==> config.mk <==
export PLATFORM = sky130hd
export DESIGN_NAME = axilite_arbiter
export DESIGN_NICKNAME = d
export VERILOG_FILES = /design/src/rtl/axilite_arbiter.sv
export SDC_FILE = /design/constraint.sdc
export NUM_CORES = 1
export LEC_CHECK = 0
export BUFFER_PORTS_ARGS = -buffer_cell sky130_fd_sc_hd__buf_2
export CAP_MARGIN = 5
export CORE_AREA = 2 2 176 178
export DETAILED_ROUTE_END_ITERATION = 10
export DIE_AREA = 0 0 178 180
export SLEW_MARGIN = 20
export SYNTH_ARGS = -nofsm -noshare
export SYNTH_HDL_FRONTEND = slang
export SYNTH_SLANG_ARGS = --single-unit
==> constraint.sdc <==
create_clock -name ACLK -period 1.35 [get_ports ACLK]
set_input_delay 0.0675 -clock ACLK [delete_from_list [all_inputs] [get_ports ACLK]]
set_output_delay 0.0675 -clock ACLK [all_outputs]
set_load 0.01 [all_outputs]
==> src/rtl/axilite_arbiter.sv <==
// Round-robin arbiter that shares one AXI-lite master port between NS requesters.
// Write and read paths each hold one transaction in flight; payload is muxed from the granted slice.
module axilite_arbiter #(
  parameter  int NS               = 2,
  parameter  int C_AXI_ADDR_WIDTH = 32,
  parameter  int C_AXI_DATA_WIDTH = 32,
  localparam int AW               = C_AXI_ADDR_WIDTH,
  localparam int DW               = C_AXI_DATA_WIDTH,
  localparam int SW               = C_AXI_DATA_WIDTH / 8
) (
  input  logic               ACLK,
  input  logic               ARESETN,
  // slave-side write address / data / response
  input  logic [NS-1:0]      S_AXI_AWVALID,
  output logic [NS-1:0]      S_AXI_AWREADY,
  input  logic [NS*AW-1:0]   S_AXI_AWADDR,
  input  logic [NS*3-1:0]    S_AXI_AWPROT,
  input  logic [NS-1:0]      S_AXI_WVALID,
  output logic [NS-1:0]      S_AXI_WREADY,
  input  logic [NS*DW-1:0]   S_AXI_WDATA,
  input  logic [NS*SW-1:0]   S_AXI_WSTRB,
  output logic [NS-1:0]      S_AXI_BVALID,
  input  logic [NS-1:0]      S_AXI_BREADY,
  output logic [NS*2-1:0]    S_AXI_BRESP,
  // slave-side read address / data
  input  logic [NS-1:0]      S_AXI_ARVALID,
  output logic [NS-1:0]      S_AXI_ARREADY,
  input  logic [NS*AW-1:0]   S_AXI_ARADDR,
  input  logic [NS*3-1:0]    S_AXI_ARPROT,
  output logic [NS-1:0]      S_AXI_RVALID,
  input  logic [NS-1:0]      S_AXI_RREADY,
  output logic [NS*DW-1:0]   S_AXI_RDATA,
  output logic [NS*2-1:0]    S_AXI_RRESP,
  // master port
  output logic               M_AXI_AWVALID,
  input  logic               M_AXI_AWREADY,
  output logic [AW-1:0]      M_AXI_AWADDR,
  output logic [2:0]         M_AXI_AWPROT,
  output logic               M_AXI_WVALID,
  input  logic               M_AXI_WREADY,
  output logic [DW-1:0]      M_AXI_WDATA,
  output logic [SW-1:0]      M_AXI_WSTRB,
  input  logic               M_AXI_BVALID,
  output logic               M_AXI_BREADY,
  input  logic [1:0]         M_AXI_BRESP,
  output logic               M_AXI_ARVALID,
  input  logic               M_AXI_ARREADY,
  output logic [AW-1:0]      M_AXI_ARADDR,
  output logic [2:0]         M_AXI_ARPROT,
  input  logic               M_AXI_RVALID,
  output logic               M_AXI_RREADY,
  input  logic [DW-1:0]      M_AXI_RDATA,
  input  logic [1:0]         M_AXI_RRESP
);

  localparam int IW = (NS > 1) ? $clog2(NS) : 1;

  typedef enum logic [1:0] {W_IDLE, W_ADDR, W_RESP} wst_e;
  typedef enum logic [1:0] {R_IDLE, R_ADDR, R_DATA} rst_e;

  // First requester at or after ptr, wrapping modulo NS.
  function automatic logic [IW-1:0] rr_pick(input logic [NS-1:0] req, input logic [IW-1:0] ptr);
    logic [IW-1:0] pick;
    logic [IW-1:0] ix;
    int            idx;
    pick = ptr;
    for (int k = NS-1; k >= 0; k--) begin
      idx = int'(ptr) + k;
      if (idx >= NS) idx = idx - NS;
      ix = IW'(idx);
      if (req[ix]) pick = ix;
    end
    return pick;
  endfunction

  function automatic logic [IW-1:0] ptr_next(input logic [IW-1:0] g);
    return (g == IW'(NS-1)) ? '0 : g + 1'b1;
  endfunction

  // ---------------- write path ----------------
  wst_e          wst_q, wst_d;
  logic [IW-1:0] wgnt_q, wgnt_d;
  logic [IW-1:0] wr_ptr_q, wr_ptr_d;
  logic          aw_done_q, aw_done_d;
  logic          w_done_q, w_done_d;

  always_ff @(posedge ACLK or negedge ARESETN) begin
    if (!ARESETN) begin
      wst_q     <= W_IDLE;
      wgnt_q    <= '0;
      wr_ptr_q  <= '0;
      aw_done_q <= 1'b0;
      w_done_q  <= 1'b0;
    end else begin
      wst_q     <= wst_d;
      wgnt_q    <= wgnt_d;
      wr_ptr_q  <= wr_ptr_d;
      aw_done_q <= aw_done_d;
      w_done_q  <= w_done_d;
    end
  end

  assign M_AXI_AWADDR = S_AXI_AWADDR[int'(wgnt_q)*AW +: AW];
  assign M_AXI_AWPROT = S_AXI_AWPROT[int'(wgnt_q)*3 +: 3];
  assign M_AXI_WDATA  = S_AXI_WDATA[int'(wgnt_q)*DW +: DW];
  assign M_AXI_WSTRB  = S_AXI_WSTRB[int'(wgnt_q)*SW +: SW];
  assign S_AXI_BRESP  = {NS{M_AXI_BRESP}};

  // Readies depend only on M-side ready and local state, never on another slice's VALID.
  always_comb begin
    S_AXI_AWREADY = '0;
    S_AXI_WREADY  = '0;
    S_AXI_BVALID  = '0;
    M_AXI_AWVALID = 1'b0;
    M_AXI_WVALID  = 1'b0;
    M_AXI_BREADY  = 1'b0;
    if (wst_q == W_ADDR) begin
      M_AXI_AWVALID         = S_AXI_AWVALID[wgnt_q] & ~aw_done_q;
      M_AXI_WVALID          = S_AXI_WVALID[wgnt_q] & ~w_done_q;
      S_AXI_AWREADY[wgnt_q] = M_AXI_AWREADY & ~aw_done_q;
      S_AXI_WREADY[wgnt_q]  = M_AXI_WREADY & ~w_done_q;
    end
    if (wst_q == W_RESP) begin
      S_AXI_BVALID[wgnt_q] = M_AXI_BVALID;
      M_AXI_BREADY         = S_AXI_BREADY[wgnt_q];
    end
  end

  always_comb begin
    wst_d     = wst_q;
    wgnt_d    = wgnt_q;
    wr_ptr_d  = wr_ptr_q;
    aw_done_d = aw_done_q;
    w_done_d  = w_done_q;
    case (wst_q)
      W_IDLE: begin
        if (|S_AXI_AWVALID) begin
          wgnt_d = rr_pick(S_AXI_AWVALID, wr_ptr_q);
          wst_d  = W_ADDR;
        end
      end
      W_ADDR: begin
        if (M_AXI_AWVALID && M_AXI_AWREADY) aw_done_d = 1'b1;
        if (M_AXI_WVALID && M_AXI_WREADY)   w_done_d  = 1'b1;
        if (aw_done_d && w_done_d)          wst_d     = W_RESP;
      end
      W_RESP: begin
        if (M_AXI_BVALID && M_AXI_BREADY) begin
          wr_ptr_d  = ptr_next(wgnt_q);
          aw_done_d = 1'b0;
          w_done_d  = 1'b0;
          wst_d     = W_IDLE;
        end
      end
      default: wst_d = W_IDLE;
    endcase
  end

  // ---------------- read path ----------------
  rst_e          rst_q, rst_d;
  logic [IW-1:0] rgnt_q, rgnt_d;
  logic [IW-1:0] rd_ptr_q, rd_ptr_d;

  always_ff @(posedge ACLK or negedge ARESETN) begin
    if (!ARESETN) begin
      rst_q    <= R_IDLE;
      rgnt_q   <= '0;
      rd_ptr_q <= '0;
    end else begin
      rst_q    <= rst_d;
      rgnt_q   <= rgnt_d;
      rd_ptr_q <= rd_ptr_d;
    end
  end

  assign M_AXI_ARADDR = S_AXI_ARADDR[int'(rgnt_q)*AW +: AW];
  assign M_AXI_ARPROT = S_AXI_ARPROT[int'(rgnt_q)*3 +: 3];
  assign S_AXI_RDATA  = {NS{M_AXI_RDATA}};
  assign S_AXI_RRESP  = {NS{M_AXI_RRESP}};

  always_comb begin
    S_AXI_ARREADY = '0;
    S_AXI_RVALID  = '0;
    M_AXI_ARVALID = 1'b0;
    M_AXI_RREADY  = 1'b0;
    if (rst_q == R_ADDR) begin
      M_AXI_ARVALID         = S_AXI_ARVALID[rgnt_q];
      S_AXI_ARREADY[rgnt_q] = M_AXI_ARREADY;
    end
    if (rst_q == R_DATA) begin
      S_AXI_RVALID[rgnt_q] = M_AXI_RVALID;
      M_AXI_RREADY         = S_AXI_RREADY[rgnt_q];
    end
  end

  always_comb begin
    rst_d    = rst_q;
    rgnt_d   = rgnt_q;
    rd_ptr_d = rd_ptr_q;
    case (rst_q)
      R_IDLE: begin
        if (|S_AXI_ARVALID) begin
          rgnt_d = rr_pick(S_AXI_ARVALID, rd_ptr_q);
          rst_d  = R_ADDR;
        end
      end
      R_ADDR: begin
        if (M_AXI_ARVALID && M_AXI_ARREADY) rst_d = R_DATA;
      end
      R_DATA: begin
        if (M_AXI_RVALID && M_AXI_RREADY) begin
          rd_ptr_d = ptr_next(rgnt_q);
          rst_d    = R_IDLE;
        end
      end
      default: rst_d = R_IDLE;
    endcase
  end

endmodule

# ---- Yosys cells after proc, flatten, opt, wreduce, memory -nomap -nowiden
# Index checks and enable logic that the tools add are counted.
dict set report totals {
  ff_bits 10
  latchBits 0
  mem_bits_rw 0
  mem_bits_ro 0
  in_bits 265
  n_memories 0
}
dict set report op_classes {
  add_sub_neg 8
  mul 2
  div 0
  order_cmp 12
  eq_ne 10
  n_shift 6
  mux 65
  bitwise 11
  reduce_logical 20
}
# operator n
set ops {}
lappend ops {{$shiftx 64x7->32} 3}
lappend ops {{$mux 1} 48}
lappend ops {{$mux 2} 11}
lappend ops {{$lt 1x2->1 const B} 6}
lappend ops {{$pmux 2 s3} 2}
lappend ops {{$shiftx 6x4->3} 2}
lappend ops {{$and 2x2->2} 5}
lappend ops {{$reduce_and 2->1} 5}
lappend ops {{$logic_and 1x1->1} 8}
lappend ops {{$ne 2x1->1 const B} 4}
lappend ops {{$shiftx 8x4->4} 1}
lappend ops {{$mul 1x2->3 const B} 2}
lappend ops {{$reduce_and 3->1} 2}
lappend ops {{$add 1x1->2 const B} 2}
lappend ops {{$and 1x1->1} 4}
lappend ops {{$eq 2x1->1 const B} 2}
lappend ops {{$eq 2x2->1 const B} 2}
lappend ops {{$ge 1x2->1 const B} 2}
lappend ops {{$ge 2x2->1 const B} 2}
lappend ops {{$logic_not 2->1} 2}
lappend ops {{$ne 2x2->1 const B} 2}
lappend ops {{$pmux 1 s2} 2}
lappend ops {{$reduce_or 2->1} 2}
lappend ops {{$sub 1x1->1 const B} 4}
lappend ops {{other kinds (5)} 9}

# ---- Logic depth before layout (Yosys ltp)
dict set report depth {
  depth_word 10
  depth_mapped 5
}

# ---- Least setup slack after synthesis
# No wires, ideal clock.
dict set report synth_path {
  path_kind {flip-flop to output port}
  start {register rgnt_q}
  end {output port S_AXI_ARREADY[1]}
  t_arrival_ns 1.193
  required_ns 1.283
  setup_slack_ns 0.090
  path_stages_with_launch 5
  cell_sequence {dfrtp_1 > buf_2 > buf_2 > inv_1 > nor4b_1}
}
dict set report synth_via {
  elab_chain_len 6
}
# element line
set synth_rtl {}
lappend synth_rtl {{start, declared} 161} ;# logic [IW-1:0] rgnt_q, rgnt_d;
lappend synth_rtl {{start signal, assigned} 171} ;# rgnt_q <= rgnt_d;
lappend synth_rtl {{$lt 1x2->1 (implied by the code) / $ge 1x1->1 (equally long branches)} 188} ;# S_AXI_ARREADY[rgnt_q] = M_AXI_ARREADY;
lappend synth_rtl {{$logic_and 1x1->1 (implied by the code)} 188}
lappend synth_rtl {{$mux 1 (implied by the code)} 188}
lappend synth_rtl {{$demux 1 s1 *} 188}
lappend synth_rtl {{$and 2x2->2 (no source line) *} n/a}
lappend synth_rtl {{$mux 2 *} 186} ;# if (rst_q == R_ADDR) begin
lappend synth_rtl {{end, declared} 27} ;# output logic [NS-1:0] S_AXI_ARREADY,
# Every way passes the cells marked *; elsewhere a longest branch is shown, timed or not.

# ---- Worst setup path after layout
dict set report layout_path {
  start {register wgnt_q}
  end {output port M_AXI_WDATA[2]}
}
dict set report layout_via {
  elab_chain_len 1
}
# element line
set layout_rtl {}
lappend layout_rtl {{start, declared} 82} ;# logic [IW-1:0] wgnt_q, wgnt_d;
lappend layout_rtl {{start signal, assigned} 96} ;# wgnt_q <= wgnt_d;
lappend layout_rtl {{$shiftx 64x7->32} 105} ;# assign M_AXI_WDATA = S_AXI_WDATA[int'(wgnt_q)*DW +: DW];
lappend layout_rtl {{end, declared} 41} ;# output logic [DW-1:0] M_AXI_WDATA,
# No other way between the ends.

==> results_dict.tcl <==
set metrics [dict create \
    switching_share_pct 39.3 \
    crit_start "wgnt_q$_DFFE_PN0P_" \
    grt_max_degree 27 \
    num_vias 3080 \
    synth-edff-count 0 \
    crit_type "flip-flop to output pin" \
    end_kind "output pin" \
    clock_sinks 10 \
    path_clk_slew_ns 0.05 \
    r2r_slack_ns -0.18 \
    finalPower_mw 8.41 \
    drive_gt1_share_pct 91.4 \
    min_to "wgnt_q$_DFFE_PN0P_" \
    cts_root_buf "clkbuf_16" \
    gr-total-overflow 0 \
    p_switching_mw 3.31 \
    violations "setup timing" \
    antenna_left 0 \
    min_from "S_AXI_AWVALID[0]" \
    crit_arrival_ns 1.55 \
    firstDrtPassIters 4 \
    vdd_drop_max_uv 459 \
    crit_slowest_cell "dfrtp_4" \
    grt_pass1_wl_um 16700 \
    hp-class "input port to flip-flop" \
    area_growth_pct 107 \
    grt_pass1_vias 3043 \
    ios 458 \
    ctsHtreeMaxLevel 1 \
    ys_types 28 \
    worst_pin_slew_ns 0.318 \
    rsz0062_at_grt "true" \
    clock_latency_ns 0.24 \
    stdcell_count 952 \
    fp.coreArea_mm2 0.0302 \
    wl_met3_um 1080 \
    pwr-share-comb_pct 84.5 \
    cellPowerDensity_mw_per_mm2 1650 \
    wire_per_inst_um 13.3 \
    initial_core_util_pct 8.16 \
    p_int_mw 5.10 \
    final-hold-violation-count 0 \
    fmaxAchievable_ghz 0.617 \
    setup.worst_path.start_class "flip-flop" \
    period_needed_ns 1.62 \
    routed-wl-met2_um 6120 \
    leakagePower_nw 2.56 \
    viasPerCell 3.24 \
    setup_violations 121 \
    async_reset_ff_share_pct 100 \
    wirelength_um 12700 \
    maxSlewHeadroom_pct 78.8 \
    rr_startpoint "wgnt_q$_DFFE_PN0P_" \
    fin_tns_setup_ns -19.29 \
    fin_crit_sh_pct 120 \
    hpwlAfterDp_um 9840 \
    reg2reg_to "wst_q[1]$_DFFE_PN0P_" \
    maxCapViolCount 0 \
    cpPeakStageDelay_ns 0.43 \
    cts.path.max_buffers 2 \
    place.gp.congestion 0.801 \
    antenna_found_initial 1 \
    p_seq_share_pct 8.4 \
    cts_buffers 3 \
    reg2reg_depth 5 \
    rows 64 \
    gr-usage-all-layers_pct 6.68 \
    clockPowerShare_pct 7.2 \
    postSynthCellCount 265 \
    slew_viol_final 0 \
    die_h_um 180 \
    synth.avg_cell_area_um2 9.30 \
    cts_tree "yes" \
    syn-num-nets 530 \
    nFillCells 3388 \
    design.die.area_mm2 0.0320 \
    die_w_um 178 \
    hold_depth 2 \
    pre_cts_ws_ns -0.0600 \
    path_max_fanout 13 \
    layout_setup_ws_ns -0.271 \
    ys_seq_elements 10 \
    antennaDiodeCount 0 \
    ys_seq_area_share_pct 10.2 \
    ys.flop_type "dfrtp_1" \
    syn_area_mm2 0.00246 \
    drc_errors 0 \
    cp_cell_sequence "buf_8 -> buf_16 -> mux2_2 -> buf_2" \
    fin_worst_skew_ns 0.000449 \
    met1_length_um 5400 \
    drtIter0Drc 86 \
    nets 822 \
    top_layer_used "met5" \
    port_buffers 349 \
    ys_warn_count 0 \
    cp.required_ns 1.28 \
    dp_cells 930 \
    outcome "complete, but fails checks" \
]
-- worst max-delay path, delay by kind of cell (launching register included) --
family / cells / cell delay [ns]
DFF: 1 / 0.43
muxes: 1 / 0.38
buffers and inverters: 3 / 0.48
-- cells in the mapped netlist (3+ instances only) --
library cell | count | area, um^2
nor2_1 | 12 | 45.0
mux2i_1 | 4 | 40.0
nand2_1 | 6 | 22.5
buf_2 | 11 | 55.1
nand3b_1 | 4 | 30.0
dfrtp_1 | 10 | 250
buf_6 | 3 | 33.8
a31oi_1 | 3 | 18.8
buf_4 | 73 | 548
mux2_2 | 106 | 1190
inv_1 | 4 | 15.0
nor3_1 | 6 | 30.0
-- logic make-up after synthesis --
kind of cell | Yosys count | share of synthesized area [%]
multiplexers | 112 | 51.3
AND/OR/NAND/NOR | 37 | 7.82
AO/OA/AOI/OAI | 14 | 4.11
flip-flops | 10 | 10.2
buffers and inverters | 92 | 26.6
-- layout by cell type (no fill, tap or decap), types with 2 or more instances in the layout --
cell type,synthesis,layout
buf_4,73,5
a31oi_1,3,2
buf_2,11,297
nor3_1,6,5
mux2i_4,0,3
nand2b_1,2,2
a32o_1,2,2
buf_12,0,6
nor2_1,12,9
buf_6,3,59
nand2_1,6,4
clkbuf_16,0,6
buf_16,0,2
nand3b_1,4,4
mux2_4,2,24
inv_1,4,3
dfrtp_2,0,4
buf_8,0,2
nor2_4,0,2
dfrtp_1,10,5
nand2_4,0,2
mux2_2,106,84
o31ai_1,2,2
a21oi_1,2,2
-- power groups by stage --
stage          clock (mW)  sequential, mW  combinational [mW]
2_1_floorplan           0           0.523                3.44
3_3_place_gp            0           0.708                4.72
3_5_place_dp            0           0.716                4.79
4_1_cts             0.633           0.734                6.24
5_1_grt             0.646           0.729                7.56
6_report            0.602           0.703                7.11
-- state kept, by name (all words and copies together), names as in the netlist --
name / flops
rgnt_q: 1
rst_q: 2
wst_q: 2
wgnt_q: 1
rd_ptr_q: 1
w_done_q: 1
wr_ptr_q: 1
aw_done_q: 1
-- final cells by class --
cell class | instances | area (um^2) | share of cell area, %
Timing Repair Buffer | 375 | 2480 | 48.6
Sequential cell | 10 | 259 | 5.08
Inverter | 4 | 15.0 | 0.295
Multi-Input combinational cell | 163 | 1760 | 34.5
Clock buffer | 4 | 88.8 | 1.74
Tap cell | 396 | 495 | 9.72
-- stage by stage --
stage	utilization, %	hold WS (ns)	instance area [um^2]
global route	16.9	0.0541	5090
finish	16.9	0.0450	5090
detailed placement	13.8	-0.00947	4160
floorplan	-	-0.228	2460
global placement	13.8	-0.0157	4160
CTS	15.8	0.0374	4770
-- repair_timing --
| action | 4_1_cts | 5_1_grt |
|---|---|---|
| gates cloned | 3 | 3 |
| hold buffers | 1 | 0 |
| endpoints found under the hold margin | 10 | 0 |
| resized for setup | 69 | 61 |
| setup buffers | 11 | 2 |
| pin swaps | 3 | 3 |
| endpoints found under the setup margin | 114 | 127 |
-- worst max path at each step --
stage | end | slack, ns | cells after the start
global placement | M_AXI_WDATA[2] | -0.04 | 3
finish | M_AXI_WDATA[2] | -0.27 | 4
global route | M_AXI_WVALID | -0.31 | 6
floorplan | S_AXI_ARREADY[1] | 0.09 | 4
detailed placement | M_AXI_WDATA[2] | -0.06 | 3
CTS | M_AXI_WDATA[2] | -0.27 | 3
-- routing by layer --
metal / vias to the layer above / track usage (%)
li1: 1449 / -
met4: 2 / 1.15
met5: - / 0
met3: 14 / 1.73
met1: 1431 / 8.71
met2: 184 / 11.1
(Power assumes the default switching activity.)
